File: config.mk
export PLATFORM = sky130hd
export DESIGN_NAME = sprite_compositor
export DESIGN_NICKNAME = d
export VERILOG_FILES = /design/src/rtl/sprite_compositor.sv
export SDC_FILE = /design/constraint.sdc
export NUM_CORES = 2
export LEC_CHECK = 0
export ABC_AREA = 1
export BUFFER_PORTS_ARGS = -buffer_cell sky130_fd_sc_hd__buf_4
export CORE_ASPECT_RATIO = 0.8
export CORE_MARGIN = 5
export CORE_UTILIZATION = 55
export DETAILED_ROUTE_END_ITERATION = 7
export PLACE_DENSITY_LB_ADDON = 0.25
export SLEW_MARGIN = 20
export SYNTH_ARGS = -nofsm -noshare
export SYNTH_HDL_FRONTEND = slang
export SYNTH_SLANG_ARGS = --single-unit
export TNS_END_PERCENT = 30
File: constraint.sdc
create_clock -name clk_25MHz -period 8.1 [get_ports clk_25MHz]
set_input_delay 1.62 -clock clk_25MHz [delete_from_list [all_inputs] [get_ports clk_25MHz]]
set_output_delay 1.62 -clock clk_25MHz [all_outputs]
set_load 0.01 [all_outputs]
File: src/rtl/sprite_compositor.sv
// Multi-layer sprite compositor for the VGA pixel path: frame-shadowed sprite
// parameters, sprite ROM addressing, colour-key/priority merge and player collisions.
module sprite_compositor #(
  parameter int                NUM_LAYERS = 4,
  parameter int                COL_W      = 10,
  parameter int                ROW_W      = 9,
  parameter int                PIX_W      = 12,
  parameter int                ADDR_W     = 16,
  parameter int                ROM_LAT    = 1,
  parameter logic [PIX_W-1:0]  KEY_COLOR  = 12'hFFF
) (
  input  logic                         clk_25MHz,
  input  logic                         rst_n,
  input  logic                         pix_valid,
  input  logic [ROW_W-1:0]             row,
  input  logic [COL_W-1:0]             col,
  input  logic                         frame_start,
  input  logic [PIX_W-1:0]             bg_data,
  input  logic [NUM_LAYERS-1:0]        layer_en,
  input  logic [NUM_LAYERS*COL_W-1:0]  layer_x,
  input  logic [NUM_LAYERS*ROW_W-1:0]  layer_y,
  input  logic [NUM_LAYERS*COL_W-1:0]  layer_w,
  input  logic [NUM_LAYERS*ROW_W-1:0]  layer_h,
  input  logic [NUM_LAYERS*ADDR_W-1:0] layer_base,
  output logic [NUM_LAYERS*ADDR_W-1:0] rom_addr,
  input  logic [NUM_LAYERS*PIX_W-1:0]  rom_data,
  output logic [PIX_W-1:0]             pix_out,
  output logic                         pix_out_vld,
  output logic [NUM_LAYERS-1:0]        collision
);

  localparam int PROD_W = ROW_W + COL_W;

  logic [NUM_LAYERS-1:0]        r_en;
  logic [COL_W-1:0]             r_x    [NUM_LAYERS];
  logic [ROW_W-1:0]             r_y    [NUM_LAYERS];
  logic [COL_W-1:0]             r_w    [NUM_LAYERS];
  logic [ROW_W-1:0]             r_h    [NUM_LAYERS];
  logic [ADDR_W-1:0]            r_base [NUM_LAYERS];

  logic [NUM_LAYERS-1:0]        w_en;
  logic [COL_W-1:0]             w_x     [NUM_LAYERS];
  logic [ROW_W-1:0]             w_y     [NUM_LAYERS];
  logic [COL_W-1:0]             w_w     [NUM_LAYERS];
  logic [ROW_W-1:0]             w_h     [NUM_LAYERS];
  logic [ADDR_W-1:0]            w_base  [NUM_LAYERS];
  logic [COL_W-1:0]             w_rel_x [NUM_LAYERS];
  logic [ROW_W-1:0]             w_rel_y [NUM_LAYERS];
  logic [PROD_W-1:0]            w_prod  [NUM_LAYERS];
  logic [ADDR_W-1:0]            w_addr  [NUM_LAYERS];
  logic [NUM_LAYERS-1:0]        w_hit;

  logic [NUM_LAYERS*ADDR_W-1:0] r_rom_addr;
  logic [NUM_LAYERS-1:0]        r_hit_d [ROM_LAT+1];
  logic [ROM_LAT:0]             r_vld_d;
  logic [PIX_W-1:0]             r_bg_d  [ROM_LAT+1];

  logic [NUM_LAYERS-1:0]        w_opaque;
  logic [NUM_LAYERS-1:0]        w_coll;
  logic [PIX_W-1:0]             w_pix;

  logic [PIX_W-1:0]             r_pix_out;
  logic                         r_pix_vld;
  logic [NUM_LAYERS-1:0]        r_live;
  logic [NUM_LAYERS-1:0]        r_collision;

  // Sprite parameters are captured once per frame so a frame never tears
  always_ff @(posedge clk_25MHz or negedge rst_n) begin
    if (!rst_n) begin
      r_en <= {NUM_LAYERS{1'b0}};
      for (int i = 0; i < NUM_LAYERS; i++) begin
        r_x[i]    <= {COL_W{1'b0}};
        r_y[i]    <= {ROW_W{1'b0}};
        r_w[i]    <= {COL_W{1'b0}};
        r_h[i]    <= {ROW_W{1'b0}};
        r_base[i] <= {ADDR_W{1'b0}};
      end
    end else if (frame_start) begin
      r_en <= layer_en;
      for (int i = 0; i < NUM_LAYERS; i++) begin
        r_x[i]    <= layer_x[i*COL_W +: COL_W];
        r_y[i]    <= layer_y[i*ROW_W +: ROW_W];
        r_w[i]    <= layer_w[i*COL_W +: COL_W];
        r_h[i]    <= layer_h[i*ROW_W +: ROW_W];
        r_base[i] <= layer_base[i*ADDR_W +: ADDR_W];
      end
    end
  end

  // The first pixel of a frame bypasses the shadow and sees the new parameters
  always_comb begin
    for (int i = 0; i < NUM_LAYERS; i++) begin
      if (frame_start) begin
        w_en[i]   = layer_en[i];
        w_x[i]    = layer_x[i*COL_W +: COL_W];
        w_y[i]    = layer_y[i*ROW_W +: ROW_W];
        w_w[i]    = layer_w[i*COL_W +: COL_W];
        w_h[i]    = layer_h[i*ROW_W +: ROW_W];
        w_base[i] = layer_base[i*ADDR_W +: ADDR_W];
      end else begin
        w_en[i]   = r_en[i];
        w_x[i]    = r_x[i];
        w_y[i]    = r_y[i];
        w_w[i]    = r_w[i];
        w_h[i]    = r_h[i];
        w_base[i] = r_base[i];
      end
    end
  end

  // Modular subtraction puts pixels left of / above a sprite far outside its box
  always_comb begin
    for (int i = 0; i < NUM_LAYERS; i++) begin
      w_rel_x[i] = col - w_x[i];
      w_rel_y[i] = row - w_y[i];
      w_hit[i]   = w_en[i] & pix_valid & (w_rel_x[i] < w_w[i]) & (w_rel_y[i] < w_h[i]);
      w_prod[i]  = PROD_W'(w_rel_y[i]) * PROD_W'(w_w[i]);
      w_addr[i]  = w_base[i] + ADDR_W'(w_prod[i]) + ADDR_W'(w_rel_x[i]);
    end
  end

  // Stage A registers plus the delay line that waits out the ROM latency
  always_ff @(posedge clk_25MHz or negedge rst_n) begin
    if (!rst_n) begin
      r_rom_addr <= {(NUM_LAYERS*ADDR_W){1'b0}};
      r_vld_d    <= {(ROM_LAT+1){1'b0}};
      for (int k = 0; k <= ROM_LAT; k++) begin
        r_hit_d[k] <= {NUM_LAYERS{1'b0}};
        r_bg_d[k]  <= {PIX_W{1'b0}};
      end
    end else begin
      for (int i = 0; i < NUM_LAYERS; i++) begin
        r_rom_addr[i*ADDR_W +: ADDR_W] <= w_hit[i] ? w_addr[i] : {ADDR_W{1'b0}};
      end
      r_hit_d[0] <= w_hit;
      r_vld_d[0] <= pix_valid;
      r_bg_d[0]  <= bg_data;
      for (int k = 1; k <= ROM_LAT; k++) begin
        r_hit_d[k] <= r_hit_d[k-1];
        r_vld_d[k] <= r_vld_d[k-1];
        r_bg_d[k]  <= r_bg_d[k-1];
      end
    end
  end

  // Walk from lowest to highest priority so layer 0 ends up on top
  always_comb begin
    w_pix    = r_bg_d[ROM_LAT];
    w_opaque = {NUM_LAYERS{1'b0}};
    w_coll   = {NUM_LAYERS{1'b0}};
    for (int i = 0; i < NUM_LAYERS; i++) begin
      w_opaque[i] = r_hit_d[ROM_LAT][i] & (rom_data[i*PIX_W +: PIX_W] != KEY_COLOR);
    end
    for (int i = NUM_LAYERS - 1; i >= 0; i--) begin
      if (w_opaque[i]) begin
        w_pix = rom_data[i*PIX_W +: PIX_W];
      end else begin
        w_pix = w_pix;
      end
    end
    for (int i = 1; i < NUM_LAYERS; i++) begin
      w_coll[i] = w_opaque[0] & w_opaque[i];
    end
  end

  // Stage B output and collision bookkeeping; the frame_start-cycle hit closes the old frame
  always_ff @(posedge clk_25MHz or negedge rst_n) begin
    if (!rst_n) begin
      r_pix_out   <= {PIX_W{1'b0}};
      r_pix_vld   <= 1'b0;
      r_live      <= {NUM_LAYERS{1'b0}};
      r_collision <= {NUM_LAYERS{1'b0}};
    end else begin
      r_pix_vld <= r_vld_d[ROM_LAT];
      r_pix_out <= r_vld_d[ROM_LAT] ? w_pix : {PIX_W{1'b0}};
      if (frame_start) begin
        r_collision <= r_live | w_coll;
        r_live      <= {NUM_LAYERS{1'b0}};
      end else begin
        r_live      <= r_live | w_coll;
      end
    end
  end

  assign rom_addr    = r_rom_addr;
  assign pix_out     = r_pix_out;
  assign pix_out_vld = r_pix_vld;
  assign collision   = r_collision;

endmodule

==> flow_summary.yaml <==
critical_path:
  path_buf_inv: 6
  cp_max_fo: 58
  cp-end-kind: "flip-flop"
  crit_family: "adder cells"
  slowest_delay_ps: 510
  critPathMostFrequentCell: "fa_1"
  crit_type: "in -> reg"
  cp_num_cells: 30
  critPathArrivalTime_ps: 7950
  crit_path_start_kind: "primary input"
  cp.required_ps: 8560
  crit_path_top_delay_cell: "fa_1"
  r2r_cells: 27
clock_network:
  cts.sinks: 337
  cts_resized: 0
  htreeDepth: 2
  clockBufferDepth: 3
  ctsHoldBuffers: 0
  cts_tree: "yes"
  clk_pin_slew_ps: 60
  post_cts_buffers: 0
  cts_buffers: 39
  cts_root_buf: "clkbuf_16"
  clock_latency_ps: 570
die:
  num_rows: 78
  ioPinCount: 384
  die_w_um: 277
  die-area_um2: 61800
  die_h_um: 223
  core_um2: 56500
  start_util_pct: 55.4
synthesis:
  avgSynthCellArea_um2: 8.56
  syn_nets: 4570
  synth_edf_count: 0
  synthCells: 3659
  yosysWarnings: 0
  seq_area_frac_synth_pct: 26.9
  synthFlopType: "dfrtp_1"
  ys_types: 48
  ys_seq_elements: 337
  syn_area_um2: 31300
  synthArstFlopShare_pct: 100
hold_path:
  min_path_cells: 0
  hold_class: "reg -> reg"
routing:
  dr_total_vias: 25000
  drc: 0
  maxUsedRoutingLayer: "met4"
  wl_per_cell_um: 17.0
  finalWirelength_um: 83000
  met1_length_um: 38100
  drt_iter0_drc: 1669
  wl_met3_um: 6230
  avgViaCountPerCell: 5.11
  final_antenna_net_count: 0
  met2WireLength_um: 36000
  first_pass_iters: 5
run_status:
  outcome: "finished clean"
timing:
  setup_ws_ps: 602
  fin_skew_ps: 17.9
  hold_ws_ps: 341
  slew-limit-headroom_pct: 45.3
  timing.final.crit_period_ps: 7500
  tightest_slew_ps: 820
  fmax_mhz: 133
  tns_ps: 0
  hold_violations: 0
  rsz0062_at_grt: "false"
  maxSlewViolCount: 0
  setup_violations: 0
  post-route-period-util_pct: 92.6
place:
  port_buffers: 382
  dp_worst_setup_slack_ps: 94.8
  place_congestion: 0.942
  hpwl_um: 68400
  postPlaceCellArea_um2: 35400
grt:
  grt_pass1_wl_um: 134000
  grt_pass1_vias: 24900
  antenna_found_initial: 8
  grtUsageTotal_pct: 27.2
  grt_max_degree: 140
  gr-total-overflow: 0
layout:
  finalNetCount: 5008
  fin_area_um2: 36800
  area_delta_synth_final_pct: 17.4
  final_layout_size_suffix_gt1_share_pct: 17.4
run:
  cap_violations: 0
[layout make-up]
type                            instances  area, um2
Antenna cell                            5       12.5
Multi-Input combinational cell       2301      18900
Timing Repair Buffer                  466       3560
Sequential cell                       337       8430
Clock inverter                         15        164
Clock buffer                           53       1140
Tap cell                              760        951
Inverter                              952       3570
Fill cell                            4766      19700
[routing by layer]
layer  track usage, %  vias to the layer above
met3             5.12                      130
met1             40.2                    11900
met5                0                        -
met4             8.24                        0
met2             41.0                      840
li1                 -                    12100
[per-stage QoR]
| step | util (%) | instances |
|---|---|---|
| finish | 65.1 | 4889 |
| global route | 65.1 | 4889 |
| CTS | 65.0 | 4884 |
| detailed placement | 62.7 | 4816 |
| global placement | 62.7 | 4816 |
| floorplan | - | 3659 |
[flip-flops by register name (all words and copies together) (netlist names)]
name,count
r_h,36
rom_addr,64
collision,3
pix_out_vld,1
r_vld_d,2
r_x,40
r_y,36
r_w,40
r_bg_d,24
r_base,64
pix_out,12
r_en,4
r_live,3
r_hit_d,8
[cells in the final DEF, fill, tap and decap left out, types with 8 or more instances in the layout]
cell type / count
a21o_1: 18
a21oi_1: 151
a21oi_2: 20
buf_4: 460
clkbuf_16: 41
dfrtp_1: 337
fa_1: 316
ha_1: 292
inv_1: 947
mux2_2: 107
mux2i_1: 8
nand2_1: 565
nand3_1: 86
nand4_1: 17
nor2_1: 289
nor3_1: 14
nor4_1: 10
o2111ai_1: 11
o21a_1: 8
o21ai_0: 180
o21ai_1: 36
o21ai_2: 46
o21bai_1: 15
xnor2_1: 14
xor2_1: 51
[synth_stat cells (5+ instances only)]
master | number | area share [%]
mux2i_1 | 8 | 0.26
a21oi_1 | 151 | 2.4
o2111ai_1 | 11 | 0.31
o21ai_0 | 180 | 2.9
nand3_1 | 86 | 1.4
ha_1 | 292 | 12
mux2_2 | 107 | 3.8
a21oi_2 | 20 | 0.56
nand4_1 | 17 | 0.34
nor4_1 | 10 | 0.20
dfrtp_1 | 337 | 27
mux2_1 | 5 | 0.18
inv_2 | 5 | 0.060
buf_1 | 5 | 0.060
xnor2_1 | 14 | 0.39
o21a_1 | 8 | 0.19
nor2_1 | 289 | 3.5
inv_1 | 947 | 11
nand2_1 | 565 | 6.8
buf_4 | 6 | 0.14
buf_6 | 6 | 0.22
buf_2 | 30 | 0.48
and2_1 | 5 | 0.10
clkbuf_1 | 20 | 0.24
o21ai_2 | 46 | 1.3
o21bai_1 | 15 | 0.36
xor2_1 | 51 | 1.4
nand3b_1 | 5 | 0.12
fa_1 | 316 | 20
nor3_1 | 14 | 0.22
o21ba_1 | 7 | 0.22
a21o_1 | 18 | 0.43
o21ai_1 | 36 | 0.58
[worst paths after layout]
check	from	to	slack [ps]
max in group asynchronous	rst_n	rom_addr[42]$_DFF_PN0_	5780
worst min register to register	r_bg_d[18]$_DFF_PN0_	r_bg_d[6]$_DFF_PN0_	340
worst max register to register	r_y[3]$_DFFE_PN0P_	rom_addr[63]$_DFF_PN0_	1800
worst min-delay path	r_bg_d[18]$_DFF_PN0_	r_bg_d[6]$_DFF_PN0_	340
worst max-delay path	frame_start	rom_addr[63]$_DFF_PN0_	600
min in group asynchronous	rst_n	rom_addr[62]$_DFF_PN0_	1060
[worst reg2reg max path, cell delays in order (launching register included)]
cell	delay, ps
dfrtp_1	350
o21ai_0	350
ha_1	340
a21oi_1	140
nand2_1	120
a21oi_2	190
xor2_1	330
inv_1	180
nor2_1	180
fa_1	430
fa_1	510
fa_1	430
fa_1	490
inv_1	50
fa_1	470
inv_1	40
ha_1	360
nand2_1	100
nor3_1	200
nand3_1	110
o2111ai_1	140
nand2_1	80
inv_1	100
nand2_1	70
o21ai_0	200
nand3_1	110
nand2_1	60
nor2_1	40
[logic make-up (layout without fill, tap and decap cells)]
logic type / after synthesis / count (layout) / synth area share [%]
buffers and inverters: 1021 / 1486 / 12.6
flip-flops: 337 / 337 / 26.9
other: 1 / 6 / 0.0120
AO/OA/AOI/OAI: 506 / 506 / 9.59
XOR/XNOR: 66 / 66 / 1.89
AND/OR/NAND/NOR: 1000 / 1000 / 12.8
adder cells (fa/ha/maj): 608 / 608 / 31.9
multiplexers: 120 / 120 / 4.28
Power is not shown: default switching activity piles up to over one toggle a cycle in this logic, so the estimate is an artifact.
